<file path="src/rtl/riscv_cache_pkg.sv">
`default_nettype none
// ============================================================================
// Module      : riscv_cache_pkg
// Description : Cache geometry helper functions shared by the cache blocks.
//               Cache size is expressed in kilobytes, block size in bits.
// Revision    : 1.0 - initial release
// ============================================================================
package riscv_cache_pkg;

  // Number of sets for a cache of cache_size KB, block_size bits, ways ways
  function automatic integer no_of_sets(input integer cache_size,
                                        input integer block_size,
                                        input integer ways);
    return (cache_size * 1024 * 8) / block_size / ways;
  endfunction

  // Byte-offset bits inside one block
  function automatic integer no_of_block_offset_bits(input integer block_size);
    return $clog2(block_size / 8);
  endfunction

  // Set-index bits
  function automatic integer no_of_index_bits(input integer sets);
    return (sets > 1) ? $clog2(sets) : 1;
  endfunction

  // Tag bits left over from the address
  function automatic integer no_of_tag_bits(input integer xlen,
                                            input integer idx_bits,
                                            input integer blk_offs_bits);
    return xlen - idx_bits - blk_offs_bits;
  endfunction

  // Pointer width for a write buffer of the given depth
  function automatic integer no_of_wbuf_ptr_bits(input integer depth);
    return (depth > 1) ? $clog2(depth) : 1;
  endfunction

endpackage
`default_nettype wire

</file>
<file path="src/rtl/riscv_cache_wbuf.sv">
`default_nettype none
// ============================================================================
// Module      : riscv_cache_wbuf
// Description : Cache write buffer. Holds store data after tag compare in a
//               small FIFO and drains it into the data memory whenever the
//               address setup stage is not reading. Flags reads that target
//               a block still waiting in the buffer.
//               Optional feature macro: RV_CACHE_WBUF_MERGE_EN (merge a push
//               into the tail-most entry when block address and way match).
// Revision    : 1.0 - initial release
// ============================================================================
module riscv_cache_wbuf
  import riscv_cache_pkg::*;
#(
  parameter int XLEN       = 32,
  parameter int SIZE       = 64,
  parameter int BLOCK_SIZE = XLEN,
  parameter int WAYS       = 2,
  parameter int DEPTH      = 2
) (
  input  logic                    clk_i,
  input  logic                    rst_i,

  input  logic                    wr_req_i,
  input  logic [XLEN-1:0]         wr_adr_i,
  input  logic [WAYS-1:0]         wr_way_i,
  input  logic [XLEN/8-1:0]       wr_be_i,
  input  logic [XLEN-1:0]         wr_d_i,
  output logic                    full_o,
  output logic                    empty_o,

  input  logic                    rd_req_i,
  input  logic [XLEN-1:0]         rd_adr_i,
  output logic                    conflict_o,

  output logic                    mem_we_o,
  output logic [no_of_index_bits(no_of_sets(SIZE, BLOCK_SIZE, WAYS))-1:0] mem_idx_o,
  output logic [WAYS-1:0]         mem_way_o,
  output logic [BLOCK_SIZE/8-1:0] mem_be_o,
  output logic [BLOCK_SIZE-1:0]   mem_d_o
);

  localparam int SETS          = no_of_sets(SIZE, BLOCK_SIZE, WAYS);
  localparam int BLK_OFFS_BITS = no_of_block_offset_bits(BLOCK_SIZE);
  localparam int IDX_BITS      = no_of_index_bits(SETS);
  localparam int TAG_BITS      = no_of_tag_bits(XLEN, IDX_BITS, BLK_OFFS_BITS);
  localparam int PTR_BITS      = no_of_wbuf_ptr_bits(DEPTH);
  localparam int CNT_BITS      = PTR_BITS + 1;
  localparam int BLK_ADR_BITS  = XLEN - BLK_OFFS_BITS;
  localparam int BLK_BYTES     = BLOCK_SIZE / 8;
  localparam int WORD_BITS     = $clog2(XLEN / 8);
  localparam int WORDS         = BLOCK_SIZE / XLEN;
  localparam int WSEL_BITS     = (WORDS > 1) ? $clog2(WORDS) : 1;

  typedef struct packed {
    logic                    valid;
    logic [BLK_ADR_BITS-1:0] adr;
    logic [WAYS-1:0]         way;
    logic [BLK_BYTES-1:0]    be;
    logic [BLOCK_SIZE-1:0]   d;
  } entry_t;

  entry_t                entry_q [DEPTH];
  entry_t                entry_d [DEPTH];
  logic [PTR_BITS-1:0]   wptr_q, wptr_d;
  logic [PTR_BITS-1:0]   rptr_q, rptr_d;
  logic [CNT_BITS-1:0]   cnt_q,  cnt_d;

  logic [BLK_ADR_BITS-1:0] wr_blk;
  logic [BLK_ADR_BITS-1:0] rd_blk;
  logic [WSEL_BITS-1:0]    wr_word;
  logic [BLOCK_SIZE-1:0]   wr_d_blk;
  logic [BLK_BYTES-1:0]    wr_be_blk;
  logic [BLOCK_SIZE-1:0]   wr_mask;
  logic [PTR_BITS-1:0]     tail_ptr;
  logic                    rd_hit;
  logic                    pop;
  logic                    merge;
  logic                    alloc;
  logic                    unused_bits;

  assign wr_blk   = wr_adr_i[XLEN-1:BLK_OFFS_BITS];
  assign rd_blk   = rd_adr_i[XLEN-1:BLK_OFFS_BITS];
  assign tail_ptr = wptr_q - PTR_BITS'(1);

  // Word position of the store inside the block; single-word blocks use 0
  generate
    if (WORDS > 1) begin : g_multi_word
      assign wr_word = wr_adr_i[BLK_OFFS_BITS-1:WORD_BITS];
    end else begin : g_single_word
      assign wr_word = '0;
    end
  endgenerate

  assign wr_d_blk  = BLOCK_SIZE'(wr_d_i) << (XLEN * wr_word);
  assign wr_be_blk = BLK_BYTES'(wr_be_i) << ((XLEN / 8) * wr_word);

  // Expand block byte enables to a bit mask for byte-wise overwrite on merge
  always_comb begin
    wr_mask = '0;
    for (int b = 0; b < BLK_BYTES; b++) begin
      wr_mask[b*8 +: 8] = {8{wr_be_blk[b]}};
    end
  end

  // Read-after-write check against every valid entry
  always_comb begin
    rd_hit = 1'b0;
    for (int i = 0; i < DEPTH; i++) begin
      if (entry_q[i].valid && (entry_q[i].adr == rd_blk)) begin
        rd_hit = 1'b1;
      end
    end
  end

  assign empty_o    = (cnt_q == '0);
  assign full_o     = (cnt_q == CNT_BITS'(DEPTH));
  assign conflict_o = rd_req_i & rd_hit;
  assign mem_we_o   = ~empty_o & (~rd_req_i | conflict_o);
  assign pop        = mem_we_o;

`ifdef RV_CACHE_WBUF_MERGE_EN
  // Merge into the newest entry unless it is the head leaving this cycle
  assign merge = wr_req_i & ~empty_o
               & (entry_q[tail_ptr].adr == wr_blk)
               & (entry_q[tail_ptr].way == wr_way_i)
               & ~(pop & (cnt_q == CNT_BITS'(1)));
`else
  assign merge = 1'b0;
`endif

  assign alloc = wr_req_i & ~merge & ~full_o;

  assign mem_idx_o = entry_q[rptr_q].adr[IDX_BITS-1:0];
  assign mem_way_o = entry_q[rptr_q].way;
  assign mem_be_o  = entry_q[rptr_q].be;
  assign mem_d_o   = entry_q[rptr_q].d;

  // Next-state: pop the head, then merge or allocate at the tail
  always_comb begin
    entry_d = entry_q;
    wptr_d  = wptr_q;
    rptr_d  = rptr_q;

    if (pop) begin
      entry_d[rptr_q] = '0;
      rptr_d          = rptr_q + PTR_BITS'(1);
    end

    if (merge) begin
      entry_d[tail_ptr].be = entry_q[tail_ptr].be | wr_be_blk;
      entry_d[tail_ptr].d  = (entry_q[tail_ptr].d & ~wr_mask) | (wr_d_blk & wr_mask);
    end else if (alloc) begin
      entry_d[wptr_q].valid = 1'b1;
      entry_d[wptr_q].adr   = wr_blk;
      entry_d[wptr_q].way   = wr_way_i;
      entry_d[wptr_q].be    = wr_be_blk;
      entry_d[wptr_q].d     = wr_d_blk;
      wptr_d                = wptr_q + PTR_BITS'(1);
    end

    cnt_d = cnt_q + CNT_BITS'(alloc) - CNT_BITS'(pop);
  end

  // Buffer state registers; reset discards all entries at once
  always_ff @(posedge clk_i or posedge rst_i) begin
    if (rst_i) begin
      for (int i = 0; i < DEPTH; i++) begin
        entry_q[i] <= '0;
      end
      wptr_q <= '0;
      rptr_q <= '0;
      cnt_q  <= '0;
    end else begin
      entry_q <= entry_d;
      wptr_q  <= wptr_d;
      rptr_q  <= rptr_d;
      cnt_q   <= cnt_d;
    end
  end

  // Address bits below block granularity and the tag width are not needed here
  assign unused_bits = ^{wr_adr_i[WORD_BITS-1:0], rd_adr_i[BLK_OFFS_BITS-1:0],
                         1'(TAG_BITS)};

endmodule
`default_nettype wire

</file>
<file path="config.mk">
export PLATFORM = sky130hd
export DESIGN_NAME = riscv_cache_wbuf
export DESIGN_NICKNAME = d
export VERILOG_FILES = /design/src/rtl/riscv_cache_pkg.sv /design/src/rtl/riscv_cache_wbuf.sv
export SDC_FILE = /design/constraint.sdc
export NUM_CORES = 1
export LEC_CHECK = 0
export CELL_PAD_IN_SITES_DETAIL_PLACEMENT = 1
export CELL_PAD_IN_SITES_GLOBAL_PLACEMENT = 1
export CORE_MARGIN = 8
export CORE_UTILIZATION = 39
export CTS_BUF_LIST = sky130_fd_sc_hd__clkbuf_8
export CTS_CLUSTER_DIAMETER = 40
export DETAILED_ROUTE_END_ITERATION = 6
export GPL_ROUTABILITY_DRIVEN = 0
export HOLD_SLACK_MARGIN = 0.05
export PLACE_DENSITY_LB_ADDON = 0.1
export SYNTH_ARGS = -nofsm -noshare
export SYNTH_HDL_FRONTEND = slang
export SYNTH_SLANG_ARGS = --single-unit
export TNS_END_PERCENT = 100
</file>
<file path="constraint.sdc">
create_clock -name clk_i -period 7.8 [get_ports clk_i]
set_clock_uncertainty 0.15 [all_clocks]
set_input_delay 2.34 -clock clk_i [delete_from_list [all_inputs] [get_ports clk_i]]
set_output_delay 2.34 -clock clk_i [all_outputs]
set_load 0.05 [all_outputs]
</file>
==> load_flow_metrics.sql, run 1 <==
INSERT INTO impl_metrics (metric_group, metric, value, unit) VALUES
('worst_setup_path', 'start_of_the_worst_register_to_register_path', 'entry_q[52]', ''),
('logic_synthesis', 'yosys.area_share.adder', '0.365', '%'),
('detailed_routing', 'antenna_left', '0', ''),
('worst_setup_path', 'path_buf_inv', '2', ''),
('placed_design', 'hpwl_after_detailed_placement', '15200', 'um'),
('logic_synthesis', 'post_synth.cell_area_avg', '9.03', 'um2'),
('worst_setup_path', 'timing.critical_path.from_type', 'input port', ''),
('global_routing', 'grt_pass1_wl', '36900', 'um'),
('clock_tree', 'cts_root_buf', 'sky130_fd_sc_hd__clkbuf_8', ''),
('cells_and_area', 'antenna-diode-count', '0', ''),
('logic_synthesis', 'yosys.area_share.simple', '27.7', '%'),
('timing', 'maxClockFrequency', '0.139', 'GHz'),
('worst_setup_path', 'critPathLaunch', 'rd_adr_i[16]', ''),
('detailed_routing', 'viasPerCell', '5.25', ''),
('run_status', 'run_status', 'complete, no violations', ''),
('worst_setup_path', 'crit_arrival', '4.68', 'ns'),
('clock_tree', 'htree_levels', '4', ''),
('detailed_routing', 'totalWireLength', '23000', 'um'),
('global_routing', 'grt_util_met2', '36.9', '%'),
('worst_setup_path', 'critical-path-top-delay-family', 'buffers and inverters', ''),
('min_path', 'min_from', 'cnt_q[1]', ''),
('logic_synthesis', 'synthesis.area', '6850', 'um2'),
('global_routing', 'vias_in_the_first_global_route', '6914', ''),
('global_routing', 'grt_overflow_total', '0', ''),
('min_path', 'min_path_type', 'reg -> reg', ''),
('detailed_routing', 'total_iterations_of_the_first_detailed_routing_run', '4', ''),
('cells_and_area', 'layout.cells.most_common', 'sky130_fd_sc_hd__nor2_1', ''),
('detailed_routing', 'route.detailed.wl_per_inst', '20.4', 'um'),
('clock_tree', 'post_cts_hold_buffer_count', '0', ''),
('logic_synthesis', 'synth_compound_gate_area_share', '0.493', '%'),
('logic_synthesis', 'yosys.cell_types.count', '25', ''),
('timing', 'slew_headroom', '30.7', '%'),
('timing', 'totalNegativeSetupSlack', '0', 'ns'),
('worst_setup_path', 'worst_path_max_delay_cell', 'sky130_fd_sc_hd__clkdlybuf4s50_1', ''),
('worst_setup_path', 'timing.critical_path.cells', 'clkdlybuf4s50_1, xnor2_1, nand4_1, nor4_1, a22oi_1, a21oi_1, buf_4', ''),
('logic_synthesis', 'number_of_synthesized_flops_with_an_enable_pin', '0', ''),
('cells_and_area', 'num-nets-final', '1001', ''),
('floorplan', 'start_util', '39.8', '%'),
('global_routing', 'antenna_found_initial', '0', ''),
('logic_synthesis', 'synth_cells', '759', ''),
('global_routing', 'grtUsageMet3', '6.26', '%'),
('logic_synthesis', 'ys_seq_area_share', '51.9', '%'),
('global_routing', 'gr-usage-all-layers', '21.5', '%'),
('worst_setup_path', 'data_required_time_at_the_worst_endpoint', '5.31', 'ns'),
('logic_synthesis', 'dominantRegCellSynth', 'sky130_fd_sc_hd__dfrtp_1', ''),
('floorplan', 'io-pin-count', '161', ''),
('logic_synthesis', 'synth_top_family_by_area', 'simple AND/OR/NAND/NOR gates', ''),
('timing', 'timing.final.hold_violations', '0', ''),
('cells_and_area', 'final_layout_size_suffix_gt1_share', '11.0', '%'),
('global_routing', 'grt_use_met1', '24.7', '%'),
('pwr', 'vdd.ir_drop.worst', '0.275', 'mV'),
('detailed_routing', 'drt_iter0_drc', '166', ''),
('logic_synthesis', 'yosys_warnings', '0', ''),
('clock_tree', 'clockBufferDepth', '2', ''),
('cells_and_area', 'postLayoutCellArea', '8990', 'um2'),
('floorplan', 'std_cell_rows', '48', ''),
('worst_setup_path', 'crit_type', 'in -> out', ''),
('cells_and_area', 'most-common-layout-cells', '277 x sky130_fd_sc_hd__nor2_1, 154 x sky130_fd_sc_hd__clkdlybuf4s50_1, 141 x sky130_fd_sc_hd__dfrtp_1, 136 x sky130_fd_sc_hd__nor3_1, 62 x sky130_fd_sc_hd__xnor2_1', ''),
('pwr', 'power_density', '507', 'nW/um2'),
('logic_synthesis', 'syn_nets', '867', ''),
('clock_tree', 'numCtsBuffers', '17', ''),
('timing', 'setup_viol', '0', ''),
('timing', 'timing.final.crit_period', '7.17', 'ns'),
('logic_synthesis', 'synth.mux.area_fraction', '8.38', '%'),
('floorplan', 'floorplan.die_area', '22100', 'um2'),
('clock_tree', 'clock_latency', '0.46', 'ns'),
('timing', 'worst_case_hold_slack', '0.381', 'ns'),
('logic_synthesis', 'postSynthRegisterBits', '142', ''),
('timing', 'timing_worst_slew_pin_value', '1.04', 'ns'),
('global_routing', 'gr-max-usage-layer', 'met2', ''),
('cells_and_area', 'fill_cells', '1944', '');
## per-stage QoR
step / power [uW] / util [%] / instances
finish: 4560 / 52.1 / 1129
global route: 4850 / 52.1 / 1129
CTS: 4610 / 52.1 / 1129
detailed placement: 4000 / 49.9 / 1099
global placement: 3900 / 49.9 / 1099
floorplan: 3140 / - / 759
## synthesized netlist by cell type (all sizes together) (3+ instances only)
cell / count / area (um2)
buf: 11 / 57.6
clkbuf: 39 / 146
dfrtp: 142 / 3550
inv: 3 / 11.3
mux2: 51 / 574
nand2: 4 / 15.0
nand3: 3 / 15.0
nand4: 14 / 87.6
nor2: 278 / 1040
nor3: 136 / 681
nor4: 4 / 25.0
xnor2: 62 / 543
## layout make-up
type,count,area [um2],share of cell area (%)
Multi-Input combinational cell,564,3110,34.6
Tap cell,225,282,3.13
Inverter,3,16.3,0.181
Clock buffer,17,234,2.60
Clock inverter,13,151,1.68
Sequential cell,142,3550,39.6
Timing Repair Buffer,165,1640,18.2
## flip-flops by register name, summed over array words and instances (netlist names)
register and count:
cnt_q 2, rptr_q 1, wptr_q 1, entry_q 138
## report_power, final
group          total [uW]  leakage (uW)  switching (uW)  internal (uW)
combinational        2620       0.00175            1640            983
sequential           1340       0.00174             232           1110
clock                 592      0.000198             283            309
## final timing paths
path	slack, ns	endpoint	depth (start not counted)
setup / recovery	0.63	mem_we_o	7
hold / removal	0.38	cnt_q[1]	1
setup reg to reg	4.62	entry_q[84]	7
hold reg to reg	0.38	cnt_q[1]	1
max in group asynchronous	3.94	entry_q[52]	3
min in group asynchronous	2.27	entry_q[19]	2
## worst register-to-register path: stages (launching register included)
cell	delay, ns
sky130_fd_sc_hd__dfrtp_1	0.40
sky130_fd_sc_hd__xnor2_1	0.33
sky130_fd_sc_hd__nand4_1	0.18
sky130_fd_sc_hd__nor4_1	0.36
sky130_fd_sc_hd__a22oi_1	0.31
sky130_fd_sc_hd__a21oi_4	0.89
sky130_fd_sc_hd__buf_12	0.32
sky130_fd_sc_hd__nor3_1	0.13
## cells by family (layout without fill, tap and decap cells)
family                   count (synthesis)  after routing
AND/OR/NAND/NOR                        444            444
flip-flops                             142            142
adder cells (fa/ha/maj)                  2              2
AO/OA/AOI/OAI                            4              4
multiplexers                            51             51
buffers and inverters                   53            198
XOR/XNOR                                63             63
## metal layers
metal  vias to the layer above  part of all wire (%)
met5                         -                     0
met4                         0                   2.3
met3                        32                   6.2
met2                       160                    51
met1                      2978                    41
li1                       2761                     -
Note: power is estimated with default switching activity, not from simulation.
==> inputs of run 2 (changes only) <==
CORE_UTILIZATION = 38   (was 39)
CTS_BUF_LIST = not set   (was sky130_fd_sc_hd__clkbuf_8)
==> run 2 against run 1 <==
  * Critical path depth unchanged
  * Register-to-register slack worse by 0.04 ns
  * Final cell count up 0.44%
  * Die area up 2.3%
  * Worst hold slack worse by 0.018 ns
  * Clock power up 38%
  * Critical endpoint unchanged
  * Highest routed layer is now met5
==> load_flow_metrics.sql, run 2 (synthesis gave the netlist of run 1 again) <==
INSERT INTO impl_metrics (metric_group, metric, value, unit) VALUES
('worst_setup_path', 'worst_setup_path_end_kind', 'output port', ''),
('clock_tree', 'post_cts_hold_buffer_count', '0', ''),
('timing', 'slew_headroom', '33.2', '%'),
('clock_tree', 'register_clock_pin_slew_on_the_reported_worst_setup_and_hold_paths', '0.06', 'ns'),
('floorplan', 'start_util', '38.4', '%'),
('clock_tree', 'cts_resized', '0', ''),
('run', 'max_cap_violations', '0', ''),
('global_routing', 'grt_use_met1', '24.1', '%'),
('placed_design', 'hpwl_after_detailed_placement', '15100', 'um'),
('clock_tree', 'clock_latency', '0.42', 'ns'),
('worst_setup_path', 'critical-path-top-delay-family', 'compound AO/OA/AOI/OAI gates', ''),
('global_routing', 'grt_util_met2', '36.5', '%'),
('cells_and_area', 'num-nets-final', '1001', ''),
('cells_and_area', 'largest_register', 'entry_q', ''),
('floorplan', 'die_outline_width', '150', 'um'),
('timing', 'timing.final.crit_period', '7.16', 'ns'),
('floorplan', 'floorplan.die_area', '22600', 'um2'),
('clock_tree', 'tritoncts', 'built', ''),
('clock_tree', 'numCtsBuffers', '17', ''),
('worst_setup_path', 'crit_type', 'in -> out', ''),
('detailed_routing', 'route.detailed.wl_per_inst', '20.0', 'um'),
('clock_tree', 'htree_levels', '4', ''),
('global_routing', 'maximum_number_of_pins_on_one_net_before_global_route_repair', '86', ''),
('timing', 'totalNegativeSetupSlack', '0', 'ns'),
('worst_setup_path', 'worst_path_max_delay_cell', 'sky130_fd_sc_hd__clkdlybuf4s50_1', ''),
('placed_design', 'place_ws', '0.597', 'ns'),
('cells_and_area', 'layout.cells.most_common', 'sky130_fd_sc_hd__nor2_1', ''),
('pwr', 'total_leakage_power', '0.00377', 'uW'),
('detailed_routing', 'drt_iter0_drc', '199', ''),
('timing', 'min_period_over_period', '91.8', '%'),
('global_routing', 'vias_in_the_first_global_route', '6774', ''),
('detailed_routing', 'detailroute.via_count', '5901', ''),
('clock_tree', 'post-cts-setup-buffer-count', '0', ''),
('worst_setup_path', 'timing.critical_path.fanout_max', '4', ''),
('cells_and_area', 'largest_registers', 'entry_q: 138 flops, cnt_q: 2 flops', ''),
('placed_design', 'portBuffers', '156', ''),
('detailed_routing', 'total_iterations_of_the_first_detailed_routing_run', '4', ''),
('global_routing', 'gr-usage-all-layers', '20.9', '%'),
('clock_tree', 'cts_root_buf', 'sky130_fd_sc_hd__clkbuf_16', ''),
('worst_setup_path', 'path_buf_inv', '2', ''),
('placed_design', 'placement.cell_area', '8600', 'um2'),
('worst_setup_path', 'crit_path_max_incr_delay', '0.46', 'ns'),
('worst_setup_path', 'crit_arrival', '4.67', 'ns'),
('timing', 'grt_setup_unrepaired', 'no', ''),
('clock_tree', 'cts.sink_count', '142', ''),
('global_routing', 'grt_overflow_total', '0', ''),
('global_routing', 'grt_pass1_wl', '36200', 'um'),
('timing', 'maxClockFrequency', '0.140', 'GHz'),
('clock_tree', 'clockBufferDepth', '2', ''),
('worst_setup_path', 'timing.critical_path.from_type', 'input port', ''),
('timing', 'timing_worst_slew_pin_value', '1.00', 'ns'),
('worst_setup_path', 'timing.critical_path.cells', 'clkdlybuf4s50_1, xnor2_1, nand4_1, nor4_1, a22oi_1, a21oi_1, buf_4', ''),
('cells_and_area', 'most-common-layout-cells', '277 x sky130_fd_sc_hd__nor2_1, 154 x sky130_fd_sc_hd__clkdlybuf4s50_1, 141 x sky130_fd_sc_hd__dfrtp_1, 136 x sky130_fd_sc_hd__nor3_1, 62 x sky130_fd_sc_hd__xnor2_1', ''),
('cells_and_area', 'largest_register_ff_count', '138', ''),
('global_routing', 'antenna_found_initial', '3', ''),
('timing', 'worst_slack_setup_final', '0.638', 'ns'),
('detailed_routing', 'drc', '0', ''),
('pwr', 'power_density', '519', 'nW/um2'),
('timing', 'timing.final.hold_violations', '0', ''),
('timing', 'finalMaxSlewViolations', '0', ''),
('detailed_routing', 'totalWireLength', '22700', 'um'),
('pwr', 'vdd.ir_drop.worst', '0.310', 'mV'),
('detailed_routing', 'antenna_left', '0', ''),
('global_routing', 'gr-max-usage-layer', 'met2', ''),
('cells_and_area', 'final_layout_size_suffix_gt1_share', '11.1', '%'),
('floorplan', 'core_region_area', '17800', 'um2'),
('cells_and_area', 'postLayoutCellArea', '9190', 'um2'),
('run_status', 'run_status', 'complete, no violations', ''),
('timing', 'setup_viol', '0', ''),
('global_routing', 'grtUsageMet3', '5.98', '%'),
('worst_setup_path', 'data_required_time_at_the_worst_endpoint', '5.31', 'ns'),
('detailed_routing', 'viasPerCell', '5.20', ''),
('pwr', 'totalPowerFinal', '4770', 'uW'),
('cells_and_area', 'final_util', '51.5', '%'),
('floorplan', 'io-pin-count', '161', ''),
('floorplan', 'std_cell_rows', '49', ''),
('min_path', 'min_path_type', 'reg -> reg', ''),
('floorplan', 'die_y', '150', 'um'),
('cells_and_area', 'syn_to_final_growth', '34.1', '%');
[run 2: changes by cell type in the layout (fill, tap and decap cells not counted)]
cell | previous run | this run
sky130_fd_sc_hd__clkinvlp_4 | 2 | 3
sky130_fd_sc_hd__buf_12 | 1 | 0
sky130_fd_sc_hd__clkinv_4 | 2 | 1
sky130_fd_sc_hd__clkbuf_16 | 0 | 17
sky130_fd_sc_hd__clkbuf_8 | 17 | 1
sky130_fd_sc_hd__inv_1 | 3 | 2
sky130_fd_sc_hd__buf_4 | 10 | 11
sky130_fd_sc_hd__diode_2 | 0 | 1
sky130_fd_sc_hd__nand3_2 | 1 | 0
sky130_fd_sc_hd__nand3_4 | 0 | 1
[run 2: area by class of cell]
| type | instances | area [um2] |
|---|---|---|
| Antenna cell | 1 | 2.50 |
| Sequential cell | 142 | 3550 |
| Tap cell | 229 | 287 |
| Clock buffer | 18 | 439 |
| Fill cell | 2030 | 8650 |
| Inverter | 3 | 16.3 |
| Multi-Input combinational cell | 564 | 3120 |
| Timing Repair Buffer | 165 | 1620 |
| Clock inverter | 12 | 146 |
[run 2: worst paths after layout]
path,from,end,slack [ns],depth (start not counted)
min in group asynchronous,rst_i,entry_q[25],2.32,2
max reg2reg,entry_q[52],entry_q[83],4.58,7
max,rd_adr_i[16],mem_we_o,0.64,7
min reg2reg,cnt_q[1],cnt_q[1],0.36,1
max in group asynchronous,rst_i,rptr_q,3.86,3
min,cnt_q[1],cnt_q[1],0.36,1
[run 2: where the power goes]
group          internal (uW)  switching [uW]
clock                    505             313
sequential              1110             255
combinational            980            1610
total                   2590            2170
[run 2: per-stage QoR]
step | cells | hold slack [ns]
floorplan | 759 | 0.316
global placement | 1103 | 0.334
detailed placement | 1103 | 0.350
CTS | 1133 | 0.364
global route | 1133 | 0.396
finish | 1134 | 0.363
[run 2: routing by layer]
metal  vias to the layer above  wire length, um
li1                       2757                -
met1                      2978             9440
met2                       131            11500
met3                        29             1390
met4                         6              346
met5                         -               36
==> inputs of run 3 (changes only) <==
CELL_PAD_IN_SITES_DETAIL_PLACEMENT = not set   (was 1)
CELL_PAD_IN_SITES_GLOBAL_PLACEMENT = not set   (was 1)
CORE_UTILIZATION = 40   (was 38)
PLACE_DENSITY = 0.66   (was not set)
PLACE_DENSITY_LB_ADDON = not set   (was 0.1)
==> run 3 against run 2 <==
  * Register-to-register slack improved by 0.08 ns
  * Sequential power about the same
  * Final cell count down 0.35%
  * Largest power group unchanged
  * Maximum frequency grew 1.9%
==> load_flow_metrics.sql, run 3 (synthesis gave the netlist of run 1 again) <==
INSERT INTO impl_metrics (metric_group, metric, value, unit) VALUES
('worst_setup_path', 'crit_type', 'in -> out', ''),
('cells_and_area', 'num-nets-final', '1002', ''),
('timing', 'finalMaxSlewViolations', '0', ''),
('global_routing', 'antenna_found_initial', '1', ''),
('worst_setup_path', 'timing.critical_path.fanout_max', '4', ''),
('clock_tree', 'numCtsBuffers', '17', ''),
('detailed_routing', 'drc', '0', ''),
('pwr', 'power_density', '506', 'nW/um2'),
('worst_setup_path', 'crit_path_max_incr_delay', '0.46', 'ns'),
('global_routing', 'maximum_number_of_pins_on_one_net_before_global_route_repair', '91', ''),
('cells_and_area', 'area_taken_by_multi_input_logic_gates', '3110', 'um2'),
('cells_and_area', 'fill_cells', '1634', ''),
('cells_and_area', 'largest_registers', 'entry_q: 138 flops, cnt_q: 2 flops', ''),
('worst_setup_path', 'worst_path_max_delay_cell', 'sky130_fd_sc_hd__clkdlybuf4s50_1', ''),
('timing', 'min_period_over_period', '90.1', '%'),
('cells_and_area', 'final_layout_size_suffix_gt1_share', '10.7', '%'),
('clock_tree', 'cts_root_buf', 'sky130_fd_sc_hd__clkbuf_16', ''),
('min_path', 'min_path_type', 'reg -> reg', ''),
('floorplan', 'die_outline_width', '147', 'um'),
('detailed_routing', 'detailroute.via_count', '5590', ''),
('worst_setup_path', 'worst_setup_path_end_kind', 'output port', ''),
('cells_and_area', 'layout.cells.most_common', 'sky130_fd_sc_hd__nor2_1', ''),
('timing', 'timing.final.crit_period', '7.03', 'ns'),
('cells_and_area', 'largest_register', 'entry_q', ''),
('detailed_routing', 'total_iterations_of_the_first_detailed_routing_run', '5', ''),
('pwr', 'total_leakage_power', '0.00375', 'uW'),
('timing', 'setup_viol', '0', ''),
('worst_setup_path', 'data_required_time_at_the_worst_endpoint', '5.31', 'ns'),
('clock_tree', 'clock_latency', '0.41', 'ns'),
('detailed_routing', 'route.detailed.wl_per_inst', '17.7', 'um'),
('timing', 'slew_headroom', '41.4', '%'),
('floorplan', 'core_region_area', '17000', 'um2'),
('global_routing', 'gr-usage-all-layers', '19.0', '%'),
('floorplan', 'floorplan.die_area', '21600', 'um2'),
('floorplan', 'die_y', '147', 'um'),
('worst_setup_path', 'timing.critical_path.cells', 'clkdlybuf4s50_1, xnor2_1, nand4_1, nor4_1, a22oi_1, a21oi_1, buf_4', ''),
('floorplan', 'io-pin-count', '161', ''),
('pwr', 'vdd.ir_drop.worst', '0.319', 'mV'),
('worst_setup_path', 'crit_arrival', '4.54', 'ns'),
('worst_setup_path', 'ff2ff_setup_slack', '4.66', 'ns'),
('clock_tree', 'post-cts-setup-buffer-count', '0', ''),
('clock_tree', 'post_cts_hold_buffer_count', '0', ''),
('worst_setup_path', 'timing.critical_path.from_type', 'input port', ''),
('placed_design', 'portBuffers', '156', ''),
('cells_and_area', 'most-common-layout-cells', '277 x sky130_fd_sc_hd__nor2_1, 154 x sky130_fd_sc_hd__clkdlybuf4s50_1, 141 x sky130_fd_sc_hd__dfrtp_1, 136 x sky130_fd_sc_hd__nor3_1, 62 x sky130_fd_sc_hd__xnor2_1', ''),
('floorplan', 'start_util', '40.3', '%'),
('global_routing', 'grt_pass1_wl', '32600', 'um'),
('detailed_routing', 'antenna_left', '0', ''),
('timing', 'totalNegativeSetupSlack', '0', 'ns'),
('detailed_routing', 'totalWireLength', '20000', 'um'),
('timing', 'timing.final.hold_violations', '0', ''),
('timing', 'timing_worst_slew_pin_value', '0.879', 'ns'),
('placed_design', 'hpwl_after_detailed_placement', '12800', 'um'),
('timing', 'grt_setup_unrepaired', 'no', ''),
('clock_tree', 'register_clock_pin_slew_on_the_reported_worst_setup_and_hold_paths', '0.06', 'ns'),
('global_routing', 'vias_in_the_first_global_route', '5977', ''),
('worst_setup_path', 'critical-path-top-delay-family', 'buffers and inverters', ''),
('cells_and_area', 'final_util', '53.7', '%'),
('clock_tree', 'clockBufferDepth', '2', ''),
('worst_setup_path', 'path_buf_inv', '2', ''),
('detailed_routing', 'viasPerCell', '4.95', ''),
('timing', 'maxClockFrequency', '0.142', 'GHz'),
('clock_tree', 'htree_levels', '4', ''),
('cells_and_area', 'syn_to_final_growth', '33.2', '%'),
('clock_tree', 'cts.sink_count', '142', ''),
('run', 'max_cap_violations', '0', ''),
('cells_and_area', 'largest_register_ff_count', '138', ''),
('cells_and_area', 'sequential_cell_area', '3550', 'um2'),
('run_status', 'run_status', 'complete, no violations', ''),
('global_routing', 'grt_overflow_total', '0', ''),
('floorplan', 'std_cell_rows', '48', ''),
('detailed_routing', 'drt_iter0_drc', '366', ''),
('clock_tree', 'tritoncts', 'built', ''),
('clock_tree', 'cts_resized', '0', '');
run 3: cell type report:
class                      instances  area share, %
antenna                            1         0.0274
clock buffer                      22           5.08
clock inverter                     7          0.726
inverter                           3          0.178
multi-input combinational        564           34.1
sequential                       142           38.9
tap                              225           3.08
timing repair buffer             166           17.9
run 3: per-layer routing:
metal	track usage, %	vias to the layer above	share of wire, %
met1	24.9	2613	44
met4	6.75	0	2.3
met5	0	-	0
met3	5.81	26	7.7
met2	29.0	187	46
li1	-	2764	-
run 3: report_power, final:
part	leakage [uW]	total (uW)	switching (uW)	internal (uW)
registers	0.00174	1330	220	1110
logic	0.00175	2550	1570	979
clock network	0.000261	739	292	448
run 3: worst reg2reg max path: stages (launching register included):
cell and delay (ns):
sky130_fd_sc_hd__dfrtp_1 0.40, sky130_fd_sc_hd__xnor2_1 0.26, sky130_fd_sc_hd__nand4_1 0.14, sky130_fd_sc_hd__nor4_1 0.34
sky130_fd_sc_hd__a22oi_1 0.31, sky130_fd_sc_hd__a211oi_4 0.77, sky130_fd_sc_hd__buf_4 0.50, sky130_fd_sc_hd__nor3_1 0.13
run 3: metrics by stage:
stage / setup WS (ns) / hold slack [ns] / instance area, um2 / instances / power [uW]
floorplan: 1.37 / 0.316 / 6850 / 759 / 3140
global placement: 0.757 / 0.335 / 8600 / 1100 / 3890
detailed placement: 0.776 / 0.341 / 8600 / 1100 / 3920
CTS: 0.752 / 0.352 / 9130 / 1129 / 4680
global route: 0.649 / 0.368 / 9130 / 1129 / 4920
finish: 0.773 / 0.350 / 9130 / 1130 / 4620
run 3: worst paths after layout:
path,from,end,cells past startpoint
min in group asynchronous,rst_i,entry_q[86],2
setup / recovery,rd_adr_i[14],mem_we_o,7
setup reg to reg,entry_q[50],entry_q[59],7
max in group asynchronous,rst_i,entry_q[124],3
hold / removal,entry_q[137],entry_q[137],2
hold reg to reg,entry_q[137],entry_q[137],2
